$ cat src/rtl/temporal_ngram_encoder_pkg.sv
// Shared definitions for the temporal n-gram encoder: default sizes,
// FSM state encoding and the ceilLog2 width helper.
// The hypervector width can be fixed at build time with +define+HV_DIMENSION=<n>.
`ifndef HV_DIMENSION
`define HV_DIMENSION 8
`endif

package temporal_ngram_encoder_pkg;

  localparam int HV_DIMENSION_DEFAULT = `HV_DIMENSION;
  localparam int NGRAM_SIZE_DEFAULT = 3;

  typedef enum logic [1:0] {
    IDLE          = 2'd0,
    OUTPUT_STABLE = 2'd1
  } state_t;

  // Smallest r with 2**r >= value.
  function automatic int ceilLog2(input int value);
    int r;
    r = 0;
    while ((1 << r) < value) begin
      r = r + 1;
    end
    return r;
  endfunction

endpackage

$ cat src/rtl/temporal_ngram_encoder_if.sv
// Sample-in / n-gram-out handshake bundle of the temporal n-gram encoder.
// master: upstream + downstream side, slave: the encoder.
// Optional macro NGRAM_FLUSH_EN adds the Flush_SI request line.
interface temporal_ngram_encoder_if
  import temporal_ngram_encoder_pkg::*;
#(
  parameter int HV_DIMENSION = HV_DIMENSION_DEFAULT
);
  logic                      ValidIn_SI;
  logic                      ReadyOut_SO;
  logic [0:HV_DIMENSION-1]   HypervectorIn_mod1_DI;
  logic [0:HV_DIMENSION-1]   HypervectorIn_mod2_DI;
  logic [0:HV_DIMENSION-1]   HypervectorIn_mod3_DI;
  logic                      ReadyIn_SI;
  logic                      ValidOut_SO;
  logic [0:HV_DIMENSION-1]   NGramOut_mod1_DO;
  logic [0:HV_DIMENSION-1]   NGramOut_mod2_DO;
  logic [0:HV_DIMENSION-1]   NGramOut_mod3_DO;
`ifdef NGRAM_FLUSH_EN
  logic                      Flush_SI;
`endif

  modport master (
    output ValidIn_SI, HypervectorIn_mod1_DI, HypervectorIn_mod2_DI,
           HypervectorIn_mod3_DI, ReadyIn_SI,
`ifdef NGRAM_FLUSH_EN
    output Flush_SI,
`endif
    input  ReadyOut_SO, ValidOut_SO, NGramOut_mod1_DO, NGramOut_mod2_DO,
           NGramOut_mod3_DO
  );

  modport slave (
    input  ValidIn_SI, HypervectorIn_mod1_DI, HypervectorIn_mod2_DI,
           HypervectorIn_mod3_DI, ReadyIn_SI,
`ifdef NGRAM_FLUSH_EN
    input  Flush_SI,
`endif
    output ReadyOut_SO, ValidOut_SO, NGramOut_mod1_DO, NGramOut_mod2_DO,
           NGramOut_mod3_DO
  );

endinterface

$ cat src/rtl/temporal_ngram_encoder_history.sv
// Per-modality sample history plus rotate/XOR n-gram combiner.
// NGram_D is combinational and already reflects the history as it will be
// after a shift, so the top level can register it on the accepting edge.
module ngram_history_modality
  import temporal_ngram_encoder_pkg::*;
#(
  parameter int HV_DIMENSION = HV_DIMENSION_DEFAULT,
  parameter int NGRAM_SIZE   = NGRAM_SIZE_DEFAULT
) (
  input  logic                    Clk_CI,
  input  logic                    Reset_RI,
  input  logic                    ShiftEn_S,
  input  logic                    Clear_S,
  input  logic [0:HV_DIMENSION-1] Hv_D,
  output logic [0:HV_DIMENSION-1] NGram_D
);

  typedef logic [0:HV_DIMENSION-1] hv_t;

  hv_t hist_r     [NGRAM_SIZE];
  hv_t histNext_s [NGRAM_SIZE];

  // Rotate right by k: result bit i takes source bit (i-k) mod HV_DIMENSION.
  // Bit 0 is the MSB, so moving bits to higher indices is a logical >>.
  function automatic hv_t rotr(input hv_t x, input int k);
    int kk;
    kk = k % HV_DIMENSION;
    if (kk == 0) begin
      return x;
    end else begin
      return (x >> kk) | (x << (HV_DIMENSION - kk));
    end
  endfunction

  // Post-shift history: newest sample enters at slot 0.
  always_comb begin
    histNext_s[0] = Hv_D;
    for (int k = 1; k < NGRAM_SIZE; k++) begin
      histNext_s[k] = hist_r[k-1];
    end
  end

  // History register: cleared by reset or flush, shifted on acceptance.
  always_ff @(posedge Clk_CI) begin
    if (Reset_RI || Clear_S) begin
      for (int k = 0; k < NGRAM_SIZE; k++) begin
        hist_r[k] <= '0;
      end
    end else if (ShiftEn_S) begin
      hist_r <= histNext_s;
    end else begin
      hist_r <= hist_r;
    end
  end

  // Bind the window: XOR of the k-th newest sample rotated by k.
  always_comb begin
    hv_t acc;
    acc = '0;
    for (int k = 0; k < NGRAM_SIZE; k++) begin
      acc = acc ^ rotr(histNext_s[k], k);
    end
    NGram_D = acc;
  end

endmodule

$ cat src/rtl/temporal_ngram_encoder.sv
// Temporal n-gram encoder: binds the last NGRAM_SIZE spatial hypervectors of
// each of three modalities and hands the n-grams to the associative memory.
// Holds the IDLE/OUTPUT_STABLE handshake FSM, the warm-up counter and the
// output registers. Optional macro NGRAM_FLUSH_EN adds a history flush.
module temporal_ngram_encoder
  import temporal_ngram_encoder_pkg::*;
#(
  parameter int HV_DIMENSION = HV_DIMENSION_DEFAULT,
  parameter int NGRAM_SIZE   = NGRAM_SIZE_DEFAULT
) (
  input  logic                    Clk_CI,
  input  logic                    Reset_RI,
  temporal_ngram_encoder_if.slave Bus
);

  localparam int FILL_CNTR_WIDTH = ceilLog2(NGRAM_SIZE + 1);
  localparam logic [FILL_CNTR_WIDTH-1:0] FILL_MAX = FILL_CNTR_WIDTH'(NGRAM_SIZE);

  state_t                    state_r, nextState_s;
  logic [FILL_CNTR_WIDTH-1:0] fillCntr_r;
  logic [FILL_CNTR_WIDTH:0]   fillNext_s;
  logic                      windowFull_s;
  logic                      accept_s, emit_s, handshake_s;
  logic                      readyOut_s, validOut_s;
  logic                      flushReq_s, clearHist_s;
  logic [0:HV_DIMENSION-1]   ngram1_s, ngram2_s, ngram3_s;
  logic [0:HV_DIMENSION-1]   out1_r, out2_r, out3_r;

  assign fillNext_s   = {1'b0, fillCntr_r} + {{FILL_CNTR_WIDTH{1'b0}}, 1'b1};
  assign windowFull_s = (fillNext_s >= {1'b0, FILL_MAX});

`ifdef NGRAM_FLUSH_EN
  logic flushPending_r;

  assign flushReq_s  = Bus.Flush_SI;
  // A flush seen while an output is pending takes effect on its handshake edge.
  assign clearHist_s = ((state_r == IDLE) && flushReq_s) ||
                       (handshake_s && (flushReq_s || flushPending_r));

  // Remember a flush requested during OUTPUT_STABLE until the handshake.
  always_ff @(posedge Clk_CI) begin
    if (Reset_RI) begin
      flushPending_r <= 1'b0;
    end else if (handshake_s) begin
      flushPending_r <= 1'b0;
    end else if ((state_r == OUTPUT_STABLE) && flushReq_s) begin
      flushPending_r <= 1'b1;
    end else begin
      flushPending_r <= flushPending_r;
    end
  end
`else
  assign flushReq_s  = 1'b0;
  assign clearHist_s = 1'b0;
`endif

  // State register.
  always_ff @(posedge Clk_CI) begin
    if (Reset_RI) begin
      state_r <= IDLE;
    end else begin
      state_r <= nextState_s;
    end
  end

  // Next-state and handshake decode; a flush in IDLE blocks acceptance.
  always_comb begin
    nextState_s = state_r;
    accept_s    = 1'b0;
    emit_s      = 1'b0;
    handshake_s = 1'b0;
    readyOut_s  = 1'b0;
    validOut_s  = 1'b0;
    case (state_r)
      IDLE: begin
        readyOut_s = ~flushReq_s;
        if (Bus.ValidIn_SI && !flushReq_s) begin
          accept_s = 1'b1;
          if (windowFull_s) begin
            emit_s      = 1'b1;
            nextState_s = OUTPUT_STABLE;
          end else begin
            nextState_s = IDLE;
          end
        end else begin
          nextState_s = IDLE;
        end
      end
      OUTPUT_STABLE: begin
        validOut_s = 1'b1;
        if (Bus.ReadyIn_SI) begin
          handshake_s = 1'b1;
          nextState_s = IDLE;
        end else begin
          nextState_s = OUTPUT_STABLE;
        end
      end
      default: begin
        nextState_s = IDLE;
      end
    endcase
  end

  // Warm-up counter: saturates at NGRAM_SIZE, cleared by reset or flush.
  always_ff @(posedge Clk_CI) begin
    if (Reset_RI || clearHist_s) begin
      fillCntr_r <= '0;
    end else if (accept_s && (fillCntr_r != FILL_MAX)) begin
      fillCntr_r <= fillNext_s[FILL_CNTR_WIDTH-1:0];
    end else begin
      fillCntr_r <= fillCntr_r;
    end
  end

  ngram_history_modality #(.HV_DIMENSION(HV_DIMENSION), .NGRAM_SIZE(NGRAM_SIZE)) uHist1 (
    .Clk_CI(Clk_CI), .Reset_RI(Reset_RI), .ShiftEn_S(accept_s), .Clear_S(clearHist_s),
    .Hv_D(Bus.HypervectorIn_mod1_DI), .NGram_D(ngram1_s)
  );
  ngram_history_modality #(.HV_DIMENSION(HV_DIMENSION), .NGRAM_SIZE(NGRAM_SIZE)) uHist2 (
    .Clk_CI(Clk_CI), .Reset_RI(Reset_RI), .ShiftEn_S(accept_s), .Clear_S(clearHist_s),
    .Hv_D(Bus.HypervectorIn_mod2_DI), .NGram_D(ngram2_s)
  );
  ngram_history_modality #(.HV_DIMENSION(HV_DIMENSION), .NGRAM_SIZE(NGRAM_SIZE)) uHist3 (
    .Clk_CI(Clk_CI), .Reset_RI(Reset_RI), .ShiftEn_S(accept_s), .Clear_S(clearHist_s),
    .Hv_D(Bus.HypervectorIn_mod3_DI), .NGram_D(ngram3_s)
  );

  // Output registers: loaded on the accepting edge that completes a window.
  always_ff @(posedge Clk_CI) begin
    if (Reset_RI) begin
      out1_r <= '0;
      out2_r <= '0;
      out3_r <= '0;
    end else if (emit_s) begin
      out1_r <= ngram1_s;
      out2_r <= ngram2_s;
      out3_r <= ngram3_s;
    end else begin
      out1_r <= out1_r;
      out2_r <= out2_r;
      out3_r <= out3_r;
    end
  end

  assign Bus.ReadyOut_SO      = readyOut_s;
  assign Bus.ValidOut_SO      = validOut_s;
  assign Bus.NGramOut_mod1_DO = out1_r;
  assign Bus.NGramOut_mod2_DO = out2_r;
  assign Bus.NGramOut_mod3_DO = out3_r;

endmodule

$ cat src/flat_wrapper.sv
// flat-port wrapper written by rule: the top's interface ports become plain ports
module temporal_ngram_encoder_flat import temporal_ngram_encoder_pkg::*;
#(
  parameter int HV_DIMENSION = HV_DIMENSION_DEFAULT,
  parameter int NGRAM_SIZE   = NGRAM_SIZE_DEFAULT
)
  (Clk_CI, Reset_RI, Bus_ValidIn_SI, Bus_HypervectorIn_mod1_DI, Bus_HypervectorIn_mod2_DI, Bus_HypervectorIn_mod3_DI, Bus_ReadyIn_SI, Bus_ReadyOut_SO, Bus_ValidOut_SO, Bus_NGramOut_mod1_DO, Bus_NGramOut_mod2_DO, Bus_NGramOut_mod3_DO);
  temporal_ngram_encoder_if #(.HV_DIMENSION(HV_DIMENSION)) Bus_i ();
  input  logic Clk_CI;
  input  logic Reset_RI;
  input wire logic [$bits(Bus_i.ValidIn_SI)-1:0] Bus_ValidIn_SI;
  input wire logic [$bits(Bus_i.HypervectorIn_mod1_DI)-1:0] Bus_HypervectorIn_mod1_DI;
  input wire logic [$bits(Bus_i.HypervectorIn_mod2_DI)-1:0] Bus_HypervectorIn_mod2_DI;
  input wire logic [$bits(Bus_i.HypervectorIn_mod3_DI)-1:0] Bus_HypervectorIn_mod3_DI;
  input wire logic [$bits(Bus_i.ReadyIn_SI)-1:0] Bus_ReadyIn_SI;
  output wire logic [$bits(Bus_i.ReadyOut_SO)-1:0] Bus_ReadyOut_SO;
  output wire logic [$bits(Bus_i.ValidOut_SO)-1:0] Bus_ValidOut_SO;
  output wire logic [$bits(Bus_i.NGramOut_mod1_DO)-1:0] Bus_NGramOut_mod1_DO;
  output wire logic [$bits(Bus_i.NGramOut_mod2_DO)-1:0] Bus_NGramOut_mod2_DO;
  output wire logic [$bits(Bus_i.NGramOut_mod3_DO)-1:0] Bus_NGramOut_mod3_DO;
  assign Bus_i.ValidIn_SI = Bus_ValidIn_SI;
  assign Bus_i.HypervectorIn_mod1_DI = Bus_HypervectorIn_mod1_DI;
  assign Bus_i.HypervectorIn_mod2_DI = Bus_HypervectorIn_mod2_DI;
  assign Bus_i.HypervectorIn_mod3_DI = Bus_HypervectorIn_mod3_DI;
  assign Bus_i.ReadyIn_SI = Bus_ReadyIn_SI;
  assign Bus_ReadyOut_SO = Bus_i.ReadyOut_SO;
  assign Bus_ValidOut_SO = Bus_i.ValidOut_SO;
  assign Bus_NGramOut_mod1_DO = Bus_i.NGramOut_mod1_DO;
  assign Bus_NGramOut_mod2_DO = Bus_i.NGramOut_mod2_DO;
  assign Bus_NGramOut_mod3_DO = Bus_i.NGramOut_mod3_DO;
  temporal_ngram_encoder #(.HV_DIMENSION(HV_DIMENSION), .NGRAM_SIZE(NGRAM_SIZE)) u_core (.Clk_CI(Clk_CI), .Reset_RI(Reset_RI), .Bus(Bus_i));
endmodule
$ cat config.mk
export PLATFORM = sky130hd
export DESIGN_NAME = temporal_ngram_encoder_flat
export DESIGN_NICKNAME = d
export VERILOG_FILES = /design/src/rtl/temporal_ngram_encoder_pkg.sv /design/src/rtl/temporal_ngram_encoder_if.sv /design/src/rtl/temporal_ngram_encoder_history.sv /design/src/rtl/temporal_ngram_encoder.sv /design/src/flat_wrapper.sv
export SDC_FILE = /design/constraint.sdc
export NUM_CORES = 1
export LEC_CHECK = 0
export CAP_MARGIN = 10
export CORE_ASPECT_RATIO = 0.8
export CORE_MARGIN = 2
export CORE_UTILIZATION = 45
export CTS_BUF_LIST = sky130_fd_sc_hd__clkbuf_8
export DETAILED_ROUTE_END_ITERATION = 10
export GPL_TIMING_DRIVEN = 0
export HOLD_SLACK_MARGIN = 0.02
export PLACE_DENSITY_LB_ADDON = 0.08
export SETUP_SLACK_MARGIN = 0.4
export SLEW_MARGIN = 30
export SYNTH_ARGS = -nofsm -noshare
export SYNTH_HDL_FRONTEND = slang
export SYNTH_SLANG_ARGS = --single-unit
$ cat constraint.sdc
create_clock -name Clk_CI -period 1.3 [get_ports Clk_CI]
set_input_delay 0.325 -clock Clk_CI [delete_from_list [all_inputs] [get_ports Clk_CI]]
set_output_delay 0.325 -clock Clk_CI [all_outputs]
set_load 0.02 [all_outputs]
Word level (Yosys, flattened, before mapping)
Cells that the tools add are included.

operators by class
  divide/modulo/power cells = 0
  shift-type cells = 0
  $mul = 0
  magnitude comparators = 1
  reduce and logical (&&, ||, !) cells = 2
  bitwise logic cells = 12
  multiplexer cells = 11
  equality and inequality tests = 2
  $add $sub $neg = 1

operators by type and width
  operator                                             number
  bitwise XOR 8 bit                                    6
  OR 6 x 8 -> 8 bit                                    3
  OR 7 x 8 -> 8 bit                                    3
  two-way mux 1 bit                                    10
  case mux 2 bit (2 select lines)                      1
  adder 2 x 1 -> 3 bit, second input constant          1
  >= comparator 3 x 2 -> 1 bit, second input constant  1
  equality test 2 x 1 -> 1 bit, second input constant  1
  zero test 2 bit                                      1
  inequality test 2 bit, second input constant         1
  logical AND 1 bit                                    1

storage, ports and cells
  bits in latches = 0
  output and inout bits = 26
  RAM bits = 0
  flip-flop bits (word level) = 76
  word-level logic and storage cells = 40
  ROM bits = 0
  bits of input ports = 28
  memories = 0

Longest topological paths before layout
  depth after elaboration = 5
  gate-level depth with buffers = 6
  gate-level depth less buffers = 5

Modules after synthesis
From an unflattened synthesis, not the netlist that was laid out.

unflattened totals
  cells, all modules = 329
  area total of the unflattened synthesis = 3418.3 sq um

modules (own cells, without submodules)
  module                  instances  cells an instance  sequential area each (sq um)  area each (sq um)
  ngram_history_modality  3          69                 320.3                         721.9
  temporal_ngram_encoder  1          122                540.5                         1252.5

Least setup slack after synthesis
No wires, ideal clock.

  path kind = flip-flop to flip-flop
  start point = register u_core.fillCntr_r[0]
  end point = register u_core.out1_r, in the netlist u_core.Bus.NGramOut_mod1_DO[1]
  cell stages (with the launch flop) = 7
  data required time = 1183 ps
  path slack = -133 ps
  arrival time = 1316 ps
  period minus slack after synthesis = 1433 ps
  library setup time = 117 ps
  path buffers = 1
  path through = dfxtp_1 -> inv_1 -> ha_1 -> or2_1 -> nor3b_4 -> buf_6 -> a22o_1

between the ends
  longest elaborated chain between the ends = 5

RTL lines
  what                          line                           RTL
  start, declared               temporal_ngram_encoder.sv:20   logic [FILL_CNTR_WIDTH-1:0] fillCntr_r;
  start signal, assigned        temporal_ngram_encoder.sv:109  fillCntr_r <= fillNext_s[FILL_CNTR_WIDTH-1:0];
  start signal, assigned        temporal_ngram_encoder.sv:111  fillCntr_r <= fillCntr_r;
  adder 2 x 1 -> 3 bit          temporal_ngram_encoder.sv:29   assign fillNext_s = {1'b0, fillCntr_r} + {{FILL_CNTR_WIDTH{1'b0}}, 1'b1};
  net u_core.fillNext_s[0]      temporal_ngram_encoder.sv:21   logic [FILL_CNTR_WIDTH:0] fillNext_s;
  >= comparator 3 x 2 -> 1 bit  temporal_ngram_encoder.sv:30   assign windowFull_s = (fillNext_s >= {1'b0, FILL_MAX});
  two-way mux 1 bit             temporal_ngram_encoder.sv:79   if (windowFull_s) begin
  two-way mux 1 bit             temporal_ngram_encoder.sv:77   if (Bus.ValidIn_SI && !flushReq_s) begin
  two-way mux 1 bit             temporal_ngram_encoder.sv:74   case (state_r)
  end signal, assigned          temporal_ngram_encoder.sv:135  out1_r <= ngram1_s;
  end signal, assigned          temporal_ngram_encoder.sv:139  out1_r <= out1_r;
  end, declared                 temporal_ngram_encoder.sv:27   logic [0:HV_DIMENSION-1] out1_r, out2_r, out3_r;

The timed path passes the listed nets, and every way through them passes these cells.
A chain may end at the register's enable or synchronous reset.

Worst setup path in the final report
  start point = register u_core.fillCntr_r[0]
  end point = register u_core.out2_r, in the netlist u_core.Bus.NGramOut_mod2_DO[7]

between the ends
  longest elaborated chain between the ends = 5

RTL lines
  what                          line                           RTL
  adder 2 x 1 -> 3 bit          temporal_ngram_encoder.sv:29
  >= comparator 3 x 2 -> 1 bit  temporal_ngram_encoder.sv:30
  two-way mux 1 bit             temporal_ngram_encoder.sv:79
  two-way mux 1 bit             temporal_ngram_encoder.sv:77
  two-way mux 1 bit             temporal_ngram_encoder.sv:74
  end signal, assigned          temporal_ngram_encoder.sv:136  out2_r <= ngram2_s;
  end signal, assigned          temporal_ngram_encoder.sv:140  out2_r <= out2_r;
  end, declared                 temporal_ngram_encoder.sv:27

No other way between the ends.

==> summary.txt <==
========================================================================================
Outcome                                                                     finished, violations left
Violations in the final reports                                             setup timing
Required time of the critical path                                               1.54 ns
Register area share after synthesis                                               49.63%
Critical path cell sequence                                                 ha_2 -> or2_4 -> nor3b_4 -> buf_6 -> a22o_1
First-pass GRT wire length                                                      12.45 mm
Largest delay contributor family on the critical path                       simple AND/OR/NAND/NOR gates
Maximum ir drop on the vdd rail                                              0.0008402 V
Time the final worst path needs with I/O delays and setup                       1.423 ns
Effective utilization at floorplan                                                46.97%
Sinks on the clock net                                                                75
Nets in the synthesized netlist                                                      359
Total number of H-tree levels                                                          3
Routed length per placed instance                                               16.57 um
Initial antenna violation count                                                        0
Max Freq                                                                      0.7028 GHz
Clock slew at reported path FFs                                                  0.08 ns
Global route overflow                                                                  0
Post-detailed-route via-to-cell ratio                                              5.192
Final design utilization                                                          74.38%
Total area of sequential cells                                                 1538 um^2
Setup Skew                                                                   0.009987 ns
CP Launch Point                                                             u_core.fillCntr_r[0]
Row count                                                                             26
Cts bufs inserted                                                                      9
Number of input and output port buffers inserted                                      52
Fin crit share                                                                    109.5%
Number of global-route vias before repair                                          2,542
Min-Delay Endpoint                                                          u_core.fillCntr_r[1]
Gp weighted congestion                                                            0.7588
Slack of the critical path                                                    -0.1229 ns
Logic gate share of total power                                                    23.1%
Root buffer cell                                                                clkbuf_8
Worst slack, placed                                                           -0.4785 ns
Worst min-delay path class                                                  input port to register
Mean instance size in the synthesized netlist                                 9.196 um^2
Worst reg2reg path endpoint                                                 u_core.Bus.NGramOut_mod2_DO[7]
Maximum number of pins on one net before global-route repair                          14
Horizontal extent of the die                                                    95.67 um
YS warnings                                                                            0
Final max-slew violation count                                                         0
Peak fanout along the critical path                                                   10
Endpoints failing setup                                                               35
Flops & latches, synth                                                                75
Maximum root-to-sink buffer count                                                      2
Number of primary I/O pins                                                            54
Startpoint class of the critical path                                           register
Setup slack, reg-to-reg                                                         -0.12 ns
Max Cap Viol                                                                           0
Number of hold-slack violations in the final timing report                             0
Number of stages on the worst hold path                                                2
Slew of the pin with the lowest slew margin                                    0.8061 ns
Setup repair after global routing missed its margin                                  yes
Fraction of power spent switching nets                                            29.14%
Area enclosed by the die boundary                                              7399 um^2
Sequential fraction of design power                                                45.5%
Total GRT Usage                                                                   22.13%
Iteration count of the initial detailed-routing pass                                   4
Number of unique standard cell types used by synthesis                                20
Static leakage                                                                  1.884 nW
Reported net switching power                                                  0.001653 W
Type of the worst setup path                                                register to register
Number of nets at the end of the flow                                                447
Drc violations                                                                         0
Worst reg2reg startpoint                                                    u_core.fillCntr_r[0]
Post-synthesis instance total                                                        329
Power per standard cell area                                                1184 nW/um^2
Fraction of layout cells with a size suffix above 1                               50.24%
Min-Delay Startpoint                                                            Reset_RI
Buffers plus inverters on the worst setup path                                         1
Share of total power in the clock network                                          31.3%
Worst endpoint data arrival time                                                 1.66 ns
Core ar.                                                                       6441 um^2
Path depth of the worst reg2reg path                                                   5
Synthesized area                                                               3025 um^2
Worst-skew pair later-pin latency                                                0.35 ns
Final WL                                                                        8.384 mm
Area of the multi-input gates                                                  1832 um^2
Max-Slew Margin vs Limit                                                          46.26%
Worst path slowest cell                                                          dfxtp_2
Area grow syn2layout                                                              58.35%
Number of fillers in the final layout                                                458
Element type at the critical path end                                           register
Antenna cell count                                                                     0
Initial detailed-routing violation count                                              99
Total half-perimeter wirelength after legalization and detailed placement       4.576 mm
Int Power                                                                     0.004018 W
Via total after detailed routing                                                   2,627
Max incr delay on CP                                                             0.34 ns
Remaining antenna violation count                                                      0
Height of the die                                                               77.34 um
CTS tree                                                                            done
========================================================================================
[cells in the mapped netlist]
library cell  instances  share of area, %
nand2_1              97                12
dfxtp_1              75                50
a21oi_1              49               8.1
xnor2_1              49                14
a22o_1               24               6.9
buf_6                 7               2.6
buf_2                 6              0.99
clkbuf_1              5              0.62
buf_4                 3              0.74
ha_1                  2              0.83
inv_1                 2              0.25
nor2_1                2              0.25
a211oi_1              1              0.25
a21oi_4               1              0.54
nand2b_1              1              0.21
nand2b_4              1              0.45
nor2b_2               1              0.29
nor3b_1               1              0.25
nor3b_4               1              0.62
or2_1                 1              0.21
[power groups by stage]
stage                     clock network (W)  logic [W]  registers, W
after floorplan                           0   0.000510       0.00264
after global placement                    0   0.000881       0.00259
after detailed placement                  0   0.000894       0.00259
after CTS                           0.00179    0.00117       0.00257
after global routing                0.00190    0.00139       0.00260
final                               0.00178    0.00131       0.00258
[what timing repair did]
item,4_1_cts,5_1_grt
cloned,3,2
pin swaps,31,23
setup buffers,16,4
resized for setup,287,49
hold buffers,0,0
endpoints found under the setup margin,101,101
[stage by stage]
step	std cells	hold WS (ns)	power (W)	setup TNS, ns	instance area [um^2]
after floorplan	329	0.4488	0.003149	-0.9100	3064
after global placement	465	0.4542	0.003470	-26.66	3690
after detailed placement	465	0.4606	0.003488	-28.67	3690
after CTS	500	0.2923	0.005530	-2.369	4499
after global routing	506	0.3237	0.005886	-4.367	4791
final	506	0.3135	0.005671	-2.729	4791
[area by class of cell]
| type | count | area share (%) |
|---|---|---|
| multi-input cells | 231 | 38.23 |
| clock inverters | 7 | 1.463 |
| well taps | 84 | 2.194 |
| inverters | 2 | 0.1567 |
| flip-flops and latches | 75 | 32.10 |
| plain buffers | 21 | 4.701 |
| repair buffers | 77 | 18.57 |
| clock buffers | 9 | 2.586 |
[worst reg2reg max path, cell delays in order, from the launching register on]
cell and delay, ns:
dfxtp_2 0.34, ha_2 0.18, or2_4 0.27, nor3b_4 0.18, buf_6 0.16, a22o_1 0.18
[kinds of logic after synthesis]
logic type	synth area share, %
simple gates	14.31
compound gates	15.84
fa+ha+maj	0.8270
xor+xnor	14.19
flops	49.63
buf+inv	5.211
[routing by layer]
metal / share of wire (%) / GRT usage, % / wire, um / vias to the layer above
li1: - / - / - / 1266
met1: 45 / 30.11 / 3813 / 1299
met2: 49 / 34.27 / 4113 / 52
met3: 4.0 / 6.602 / 336 / 10
met4: 1.4 / 5.857 / 121 / 0
met5: 0 / 0 / 0 / -
[worst max-delay path by stage]
stage,depth (start not counted),to
2_1_floorplan,6,u_core.Bus.NGramOut_mod1_DO[1]
3_3_place_gp,6,u_core.Bus.NGramOut_mod1_DO[5]
3_5_place_dp,6,u_core.Bus.NGramOut_mod1_DO[1]
4_1_cts,5,u_core.Bus.NGramOut_mod1_DO[1]
5_1_grt,5,u_core.Bus.NGramOut_mod1_DO[5]
6_report,5,u_core.Bus.NGramOut_mod2_DO[7]
[cells in the final DEF (no fill, tap or decap), types with 3 or more instances in the layout]
| cell type | synthesis | final |
|---|---|---|
| nand2_1 | 97 | 49 |
| xnor2_1 | 49 | 49 |
| dfxtp_1 | 75 | 48 |
| a21oi_2 | 0 | 46 |
| buf_6 | 7 | 37 |
| nand2_4 | 0 | 32 |
| dfxtp_2 | 0 | 26 |
| clkdlybuf4s50_1 | 0 | 25 |
| a22o_1 | 24 | 24 |
| nand2_2 | 0 | 16 |
| buf_4 | 3 | 12 |
| clkbuf_8 | 0 | 9 |
| buf_8 | 0 | 8 |
| clkbuf_1 | 5 | 5 |
| buf_12 | 0 | 5 |
| a21oi_1 | 49 | 3 |
| clkinvlp_4 | 0 | 3 |
[state kept, by name (all words and copies together), names as in the netlist]
| register | flops |
|---|---|
| u_core.Bus.NGramOut_mod1_DO | 8 |
| u_core.Bus.NGramOut_mod2_DO | 8 |
| u_core.Bus.NGramOut_mod3_DO | 8 |
| u_core.fillCntr_r | 2 |
| u_core.state_r | 1 |
| u_core.uHist1.histNext_s | 16 |
| u_core.uHist2.histNext_s | 16 |
| u_core.uHist3.histNext_s | 16 |
No activity file was read; power rests on OpenSTA's default activity.
